===== src/rtl/rs_berl_ibm.sv =====
// rs_berl_ibm: inversionless Berlekamp-Massey key-equation solver (Lambda, L, fail).
// Define RS_BERL_IBM_OMEGA_EN to also compute the error evaluator Omega(x) in T extra cycles.
module rs_berl_ibm #(
  parameter int unsigned T    = 8,
  parameter int unsigned M    = 8,
  parameter logic [M:0]  POLY = 9'h11D,
  parameter int unsigned LW   = $clog2(2*T+1)
) (
  input  logic                 clk,
  input  logic                 clr,
  input  logic                 in_valid,
  output logic                 in_ready,
  input  logic [2*T*M-1:0]     syndromes,
  output logic                 out_valid,
  input  logic                 out_ready,
  output logic [(T+1)*M-1:0]   lambda,
  output logic [T*M-1:0]       omega,
  output logic [LW-1:0]        err_len,
  output logic                 fail
);

  localparam int unsigned PW = 2*M - 1;

  typedef enum logic [2:0] {
    S_IDLE,
    S_DISC,
    S_UPD,
    S_DONE
`ifdef RS_BERL_IBM_OMEGA_EN
    , S_OMEGA
`endif
  } state_t;

  // Carry-less M x M product followed by reduction modulo POLY.
  function automatic logic [M-1:0] gf_mul(input logic [M-1:0] a, input logic [M-1:0] b);
    logic [PW-1:0] p;
    p = '0;
    for (int i = 0; i < int'(M); i++)
      if (b[i]) p = p ^ (PW'(a) << i);
    for (int k = int'(PW) - 1; k >= int'(M); k--)
      if (p[k]) p = p ^ (PW'(POLY) << (k - int'(M)));
    return p[M-1:0];
  endfunction

  state_t        state_q, state_d;
  logic [M-1:0]  synd_q  [2*T];
  logic [M-1:0]  synd_d  [2*T];
  logic [M-1:0]  lam_q   [T+1];
  logic [M-1:0]  lam_d   [T+1];
  logic [M-1:0]  b_q     [T+1];
  logic [M-1:0]  b_d     [T+1];
  logic [M-1:0]  gamma_q, gamma_d;
  logic [M-1:0]  delta_q, delta_d;
  logic [LW-1:0] l_q, l_d;
  logic [LW-1:0] r_q, r_d;
  logic          in_ready_q, in_ready_d;
  logic          out_valid_q, out_valid_d;
  logic          fail_q, fail_d;
  logic [M-1:0]  disc_c;
`ifdef RS_BERL_IBM_OMEGA_EN
  logic [M-1:0]  om_q [T];
  logic [M-1:0]  om_d [T];
`endif

  // Shared T+1 multiply lanes: sum of Lambda_j * S_(r-j); r_q doubles as the Omega index.
  always_comb begin
    logic [M-1:0] sel;
    disc_c = '0;
    for (int j = 0; j <= int'(T); j++) begin
      sel = '0;
      for (int k = 0; k < int'(2*T); k++)
        if (int'(r_q) - j == k) sel = synd_q[k];
      disc_c = disc_c ^ gf_mul(lam_q[j], sel);
    end
  end

  // Next-state and datapath updates.
  always_comb begin
    logic          fin;
    logic [LW-1:0] deg;
    fin     = 1'b0;
    deg     = '0;
    state_d = state_q;
    synd_d  = synd_q;
    lam_d   = lam_q;
    b_d     = b_q;
    gamma_d = gamma_q;
    delta_d = delta_q;
    l_d     = l_q;
    r_d     = r_q;
    fail_d  = fail_q;
`ifdef RS_BERL_IBM_OMEGA_EN
    om_d    = om_q;
`endif
    case (state_q)
      S_IDLE: begin
        if (in_valid) begin
          for (int k = 0; k < int'(2*T); k++) synd_d[k] = syndromes[k*M +: M];
          lam_d    = '{default: '0};
          lam_d[0] = M'(1);
          b_d      = '{default: '0};
          b_d[0]   = M'(1);
          gamma_d  = M'(1);
          delta_d  = '0;
          l_d      = '0;
          r_d      = '0;
          state_d  = S_DISC;
        end
      end
      S_DISC: begin
        delta_d = disc_c;
        state_d = S_UPD;
      end
      S_UPD: begin
        lam_d[0] = gf_mul(gamma_q, lam_q[0]);
        for (int j = 1; j <= int'(T); j++)
          lam_d[j] = gf_mul(gamma_q, lam_q[j]) ^ gf_mul(delta_q, b_q[j-1]);
        if ((delta_q != '0) && ({l_q, 1'b0} <= {1'b0, r_q})) begin
          b_d     = lam_q;
          l_d     = r_q + LW'(1) - l_q;
          gamma_d = delta_q;
        end else begin
          b_d[0] = '0;
          for (int j = 1; j <= int'(T); j++) b_d[j] = b_q[j-1];
        end
        r_d     = r_q + LW'(1);
        state_d = S_DISC;
        if (r_q == LW'(2*T-1)) begin
`ifdef RS_BERL_IBM_OMEGA_EN
          r_d     = '0;
          state_d = S_OMEGA;
`else
          state_d = S_DONE;
          fin     = 1'b1;
`endif
        end
      end
`ifdef RS_BERL_IBM_OMEGA_EN
      S_OMEGA: begin
        for (int i = 0; i < int'(T); i++)
          if (int'(r_q) == i) om_d[i] = disc_c;
        r_d = r_q + LW'(1);
        if (r_q == LW'(T-1)) begin
          state_d = S_DONE;
          fin     = 1'b1;
        end
      end
`endif
      S_DONE: begin
        if (out_ready) state_d = S_IDLE;
      end
      default: state_d = S_IDLE;
    endcase

    // Flag an uncorrectable pattern from the final Lambda as DONE is entered.
    if (fin) begin
      for (int j = 0; j <= int'(T); j++)
        if (lam_d[j] != '0) deg = LW'(j);
      fail_d = (l_d > LW'(T)) || (deg != l_d);
    end

    in_ready_d  = (state_d == S_IDLE);
    out_valid_d = (state_d == S_DONE);
  end

  always_ff @(posedge clk or posedge clr) begin
    if (clr) begin
      state_q     <= S_IDLE;
      synd_q      <= '{default: '0};
      lam_q       <= '{default: '0};
      b_q         <= '{default: '0};
      gamma_q     <= '0;
      delta_q     <= '0;
      l_q         <= '0;
      r_q         <= '0;
      in_ready_q  <= 1'b1;
      out_valid_q <= 1'b0;
      fail_q      <= 1'b0;
`ifdef RS_BERL_IBM_OMEGA_EN
      om_q        <= '{default: '0};
`endif
    end else begin
      state_q     <= state_d;
      synd_q      <= synd_d;
      lam_q       <= lam_d;
      b_q         <= b_d;
      gamma_q     <= gamma_d;
      delta_q     <= delta_d;
      l_q         <= l_d;
      r_q         <= r_d;
      in_ready_q  <= in_ready_d;
      out_valid_q <= out_valid_d;
      fail_q      <= fail_d;
`ifdef RS_BERL_IBM_OMEGA_EN
      om_q        <= om_d;
`endif
    end
  end

  always_comb begin
    lambda = '0;
    for (int j = 0; j <= int'(T); j++) lambda[j*M +: M] = lam_q[j];
  end

`ifdef RS_BERL_IBM_OMEGA_EN
  always_comb begin
    omega = '0;
    for (int i = 0; i < int'(T); i++) omega[i*M +: M] = om_q[i];
  end
`else
  assign omega = '0;
`endif

  assign in_ready  = in_ready_q;
  assign out_valid = out_valid_q;
  assign err_len   = l_q;
  assign fail      = fail_q;

endmodule


===== config.mk =====
export PLATFORM = sky130hd
export DESIGN_NAME = rs_berl_ibm
export DESIGN_NICKNAME = d
export VERILOG_FILES = /design/src/rtl/rs_berl_ibm.sv
export SDC_FILE = /design/constraint.sdc
export NUM_CORES = 2
export LEC_CHECK = 0
export CAP_MARGIN = 0
export CORE_AREA = 2 2 424 426
export DETAILED_ROUTE_END_ITERATION = 6
export DIE_AREA = 0 0 426 428
export SKIP_LAST_GASP = 1
export SYNTH_ARGS = -nofsm -noshare
export SYNTH_HDL_FRONTEND = slang
export SYNTH_SLANG_ARGS = --single-unit

===== constraint.sdc =====
create_clock -name clk -period 34.4 [get_ports clk]
set_input_delay 8.6 -clock clk [delete_from_list [all_inputs] [get_ports clk]]
set_output_delay 8.6 -clock clk [all_outputs]
set_load 0.005 [all_outputs]

# Yosys cells after proc, flatten, opt, wreduce, memory -nomap -nowiden
# Index checks and enable logic that the tools add are counted.
# word_totals
n_memories	0
word_cells	1422
latch_bits	0
mem_bits_rw	0
reg_bits	296
out_inout_bits	144
in_bits	132
romBits	0
# classes
n_mul	0
eq_ne	143
div_mod_pow	0
n_shift	0
n_addsub	10
bitwise_logic	380
n_lt_le_gt_ge	2
muxes	818
n_reduce_logical	28
# op_table
op	count
two-way mux 15 bit	318
two-way mux 8 bit	215
NOT 4 bit	182
two-way mux 11 bit	43
two-way mux 10 bit	43
bitwise XOR 15 x 10 -> 15 bit	26
bitwise XOR 15 x 11 -> 15 bit	26
bitwise XOR 15 x 12 -> 15 bit	26
bitwise XOR 15 x 13 -> 15 bit	26
bitwise XOR 15 x 14 -> 15 bit	26
bitwise XOR 15 bit	26
bitwise XOR 15 x 9 -> 15 bit	26
two-way mux 9 bit	43
== test 6 x 5 -> 1 bit (second input constant)	64
logical NOT 32 bit	9
case mux 72 bit (2 select lines)	2
two-way mux 14 bit	17
two-way mux 13 bit	17
two-way mux 72 bit	3
two-way mux 12 bit	17
== test 6 x 4 -> 1 bit (second input constant)	32
two-way mux 5 bit	37
two-way mux 7 bit	26
two-way mux 6 bit	26
other kinds (32)	105

# Depth between registers and ports, before layout
# logic_depth
word_depth	58
ltp_mapped	29
mapped_depth_nobuf	18

# Worst setup path after synthesis
# No wires, ideal clock.
# synth_timing
path_type	input-to-reg
start	in in_valid
end	reg fail_q (netlist: fail)
setup_ps	134
t_arrival_ps	11421
t_required_ps	34266
n_path_buf	2
setup_slack_ps	22846
stages	15
path_cell_list	nand2b_1 > nor3_1 > nor2_1 > clkbuf_1 > buf_1 > nand2_1 > o21ai_0 > or4_1 > or4b_2 > nor2_1 > o21ai_0 > o21ai_0 > mux2i_1 > o32ai_1 > a31oi_1
# synth_rtl
item	line	source
start: declaration	11	input logic in_valid,
end signal: assignment	193	fail_q <= fail_d;
end: declaration	58	logic fail_q, fail_d;

==> results.md <==
- Status: finished with violations
- Failing checks: capacitance limit, slew limit
- TritonRoute pass-1 iters: 7
- RSZ-0062 raised after global routing: false
- CTS tree: built
- Clock skew: approximately 23 ps
- Fin worst setup slack: around 22,000 ps
- Reg2reg path depth: 17
- Worst-Margin Slew: between 1500 and 2000 ps
- Via density: slightly above 6
- Dominant cells by area after synthesis: xnor2_1 18%, nand2_1 16%, dfrtp_1 14%, xnor3_1 6.4%, xor2_1 6.0%
- Most used cell, CP: o21bai_1
- Worst-case clock buffer depth: 3
- DIE WIDTH: ~430 um
- Layout Area Growth over Synthesis: 10.4%
- Final period util: 0.360
- Kind of critical path: primary input to flip-flop
- DP Area: approximately 0.057 sq mm
- H-tree Lvls: 2
- GP Congestion: roughly 1.1
- Final Net Count: ~7,500
- Slew Viols, Final: 5
- Syn Inst Count: 7,598
- Comb pwr share: 0.570
- IO Pins: 276
- Number of global-route vias before repair: 56,700
- Post-synthesis sequential area ratio: 0.140
- Start point of the critical path: in_valid
- Fmax: around 0.08 GHz
- Post-Syn Area per Cell: 6.97 sq um
- Worst Path Max Fanout: 37
- Wire per inst: 34.8 um
- Synth warn: 0
- Final Critical Period: 12,390 ps
- Worst rel slew slack: -0.112
- Hold_sp: synd_q[73]$_DFFE_PP0P_
- Worst slack at placement: between 20,000 and 25,000 ps
- Antenna violations before repair: 29
- Skew-Pair Late Insertion Delay: between 600 and 700 ps
- Crit path required time: roughly 35,000 ps
- Worst Setup End Kind: flip-flop
- Min-Delay Endpoint: synd_q[73]$_DFFE_PP0P_
- Fraction of registers with async set/reset: 1.00
- Utilization after layout: 0.329
- Critical Path AT: around 13,000 ps
- Crit path max-delay family: simple AND/OR/NAND/NOR gates
- Remaining DRCs: 0
- Final Hold Viols: 0
- Clock Tree Root: clkbuf_16
- Worst-path clk slew: about 60 ps
- Post-CTS Setup Inserts: 0
- # rows: around 160
- Hold Crit Class: flip-flop to flip-flop
- Core footprint: 0.178 sq mm
- Final setup fails: 0
- R2r startpoint: r_q[0]$_DFFE_PP0P_
- Post-layout instance area: between 0.05 and 0.06 sq mm
- Vias: just over 60,000
- Initial DRC count: about 9,000
- Post-CTS Hold Buffers: 0
- Lkg Pwr: a little over 20 nW
- Share of cells above drive strength 1: 0.0707
- First-pass GRT wire length: 467,000 um
- Startpoint Class: primary input
- TritonCTS Sinks: a little under 300
- Initial core utilization: 0.298
- Seq pwr share: 0.251
- Post-CTS resize count: 0
- Synthesized flop and latch total: 296
- CP max stage cell: nor4b_2
- CP Buf/Inv Count: 2
- IR Drop Worst-Case VDD: approximately 0.000070 V
- Max stage delay on crit path: slightly above 700 ps
- Largest net degree at the start of global routing: just over 100
- Total track usage: 0.359
- Clock share of power: 0.179
- Synth top area share: 0.182
- Port Buffers: roughly 210
- Primary FF master, synth: dfrtp_1
- Max-Cap Viols: 2
- Internal power: 0.000999 W
- Final wirelength: 341,000 um
- R2R Setup Slk: 25,790 ps
- Total power: about 0.0024 W
- Gr ovfl total: 0
- Cell count of the worst hold path: 2
- PwrDens: between 40 and 50 mW/mm^2
- Post-synthesis cell type count: about 120
- CTS buffer count: 39
- Sw Share: 0.577
- Height of the die: ~430 um
- Half-perimeter wire length after placement: 242,000 um
- Die Area: 0.182 sq mm
- Post-route ant nets: 0
- Setup_tns: 0 ps
- Yosys top cell by area: xnor2_1
- NetSw: 0.00136 W
- Area of the mapped netlist: ~0.053 sq mm
- Critical path, cell by cell: clkdlybuf4s50_1 -> nand2b_1 -> or3_4 -> nand2_2 -> buf_4 -> o22ai_1 -> or4_1 -> nor4b_2 -> o21bai_1 -> a21oi_1 -> o21bai_1 -> xor2_1 -> o31ai_1 -> a31oi_1
- Reg-to-Reg End: delta_q[3]$_DFFE_PP0P_
- Number of synthesized flops with an enable pin: 0
[cells in the mapped netlist, drive strengths merged (20+ instances only)]
cell type	n
xor2	362
a21boi	20
nand2b	53
a211oi	58
and3	28
o211ai	48
a22oi	64
a31oi	40
o31ai	30
a21oi	296
a21o	34
nor4	24
dfrtp	295
nor3	96
a2bb2oi	21
a221oi	58
o21a	23
o21ai	351
nor3b	21
mux2i	65
nand3	126
nand3b	42
a22o	58
buf	419
o32ai	34
a32oi	28
nand2	2238
o22ai	100
nor2b	63
o221ai	33
and2	36
nor2	257
nand4	41
xnor2	1099
a2111oi	20
ha	22
inv	90
xnor3	153
clkbuf	413
[worst max-delay path by stage]
stage                                endpoint  slack (ps)  cells past startpoint
after global routing         fail$_DFFE_PP0P_       21920                     14
after global placement       fail$_DFFE_PP0P_       21530                     14
final                        fail$_DFFE_PP0P_       22010                     14
after floorplan           b_q[10]$_DFFE_PP0P_       17630                      1
after detailed placement     fail$_DFFE_PP0P_       21570                     14
after CTS                    fail$_DFFE_PP0P_       22200                     14
[area by class of cell]
cell class	instances	area, sq um
antenna	18	45.0
timing repair buffer	523	4490
sequential	296	7440
clock buffer	52	1070
clock inverter	17	204
fill	19200	119000
tap	2355	2950
multi-input combinational	6441	41900
inverter	93	359
[sequential cells by signal, indices dropped and copies added (netlist names)]
signal,count
gamma_q,8
b_q,64
synd_q,128
fail,1
lambda,72
out_valid,1
in_ready,1
state_q,3
r_q,5
delta_q,8
err_len,5
[cells by family (layout without fill, tap and decap cells)]
logic type | after synthesis | count (layout) | synth area share
xor+xnor | 1617 | 1617 | 0.309
other cells | 1 | 83 | 0.0000708
flops | 296 | 296 | 0.140
fa+ha+maj | 23 | 23 | 0.00558
mux | 84 | 84 | 0.0163
simple gates | 3128 | 3128 | 0.254
compound gates | 1524 | 1524 | 0.197
buf+inv | 925 | 685 | 0.0787
[power groups by stage]
stage	clock, W	combinational [W]	sequential, W
after floorplan	0	0.000778	0.000425
after global placement	0	0.00127	0.000581
after detailed placement	0	0.00127	0.000580
after CTS	0.000428	0.00127	0.000574
after global routing	0.000439	0.00135	0.000582
final	0.000423	0.00135	0.000594
[metrics by stage]
stage	cells	hold WS, ps
6_report	9795	476
3_3_place_gp	9704	460
3_5_place_dp	9704	466
4_1_cts	9773	480
2_1_floorplan	7662	510
5_1_grt	9781	507
[per-layer routing]
layer | wire [um] | share of wire | vias to the layer above | global-route usage
li1 | - | - | 25100 | -
met1 | 126000 | 0.37 | 29700 | 0.441
met2 | 145000 | 0.42 | 4821 | 0.530
met3 | 39700 | 0.12 | 1261 | 0.0981
met4 | 31200 | 0.092 | 14 | 0.278
met5 | 91 | 0.00027 | - | 0
[worst reg2reg max path, delay by kind of cell, from the launching register on]
family	cells	cell delay [ps]
DFF	1	330
buffers and inverters	2	960
AOI/OAI and AO/OA	4	1570
adders and majority gates	1	620
and+or+nand+nor	3	2280
xor gates and xnor gates	7	2770
[cell usage in the layout (no fill, tap or decap), drive strengths merged, types with 21 or more instances in the layout]
cell type      instances
a211oi                58
a21o                  34
a21oi                296
a221oi                58
a22o                  58
a22oi                 64
a2bb2oi               21
a31oi                 40
a32oi                 28
and2                  36
and3                  28
buf                  311
clkbuf                53
clkdlybuf4s50        211
conb                  65
dfrtp                295
ha                    22
inv                   94
mux2i                 65
nand2               2238
nand2b                53
nand3                126
nand3b                42
nand4                 41
nor2                 257
nor2b                 63
nor3                  96
nor3b                 21
nor4                  24
o211ai                48
o21a                  23
o21ai                351
o221ai                33
o22ai                100
o31ai                 30
o32ai                 34
xnor2               1099
xnor3                153
xor2                 362
(Power assumes the default switching activity.)
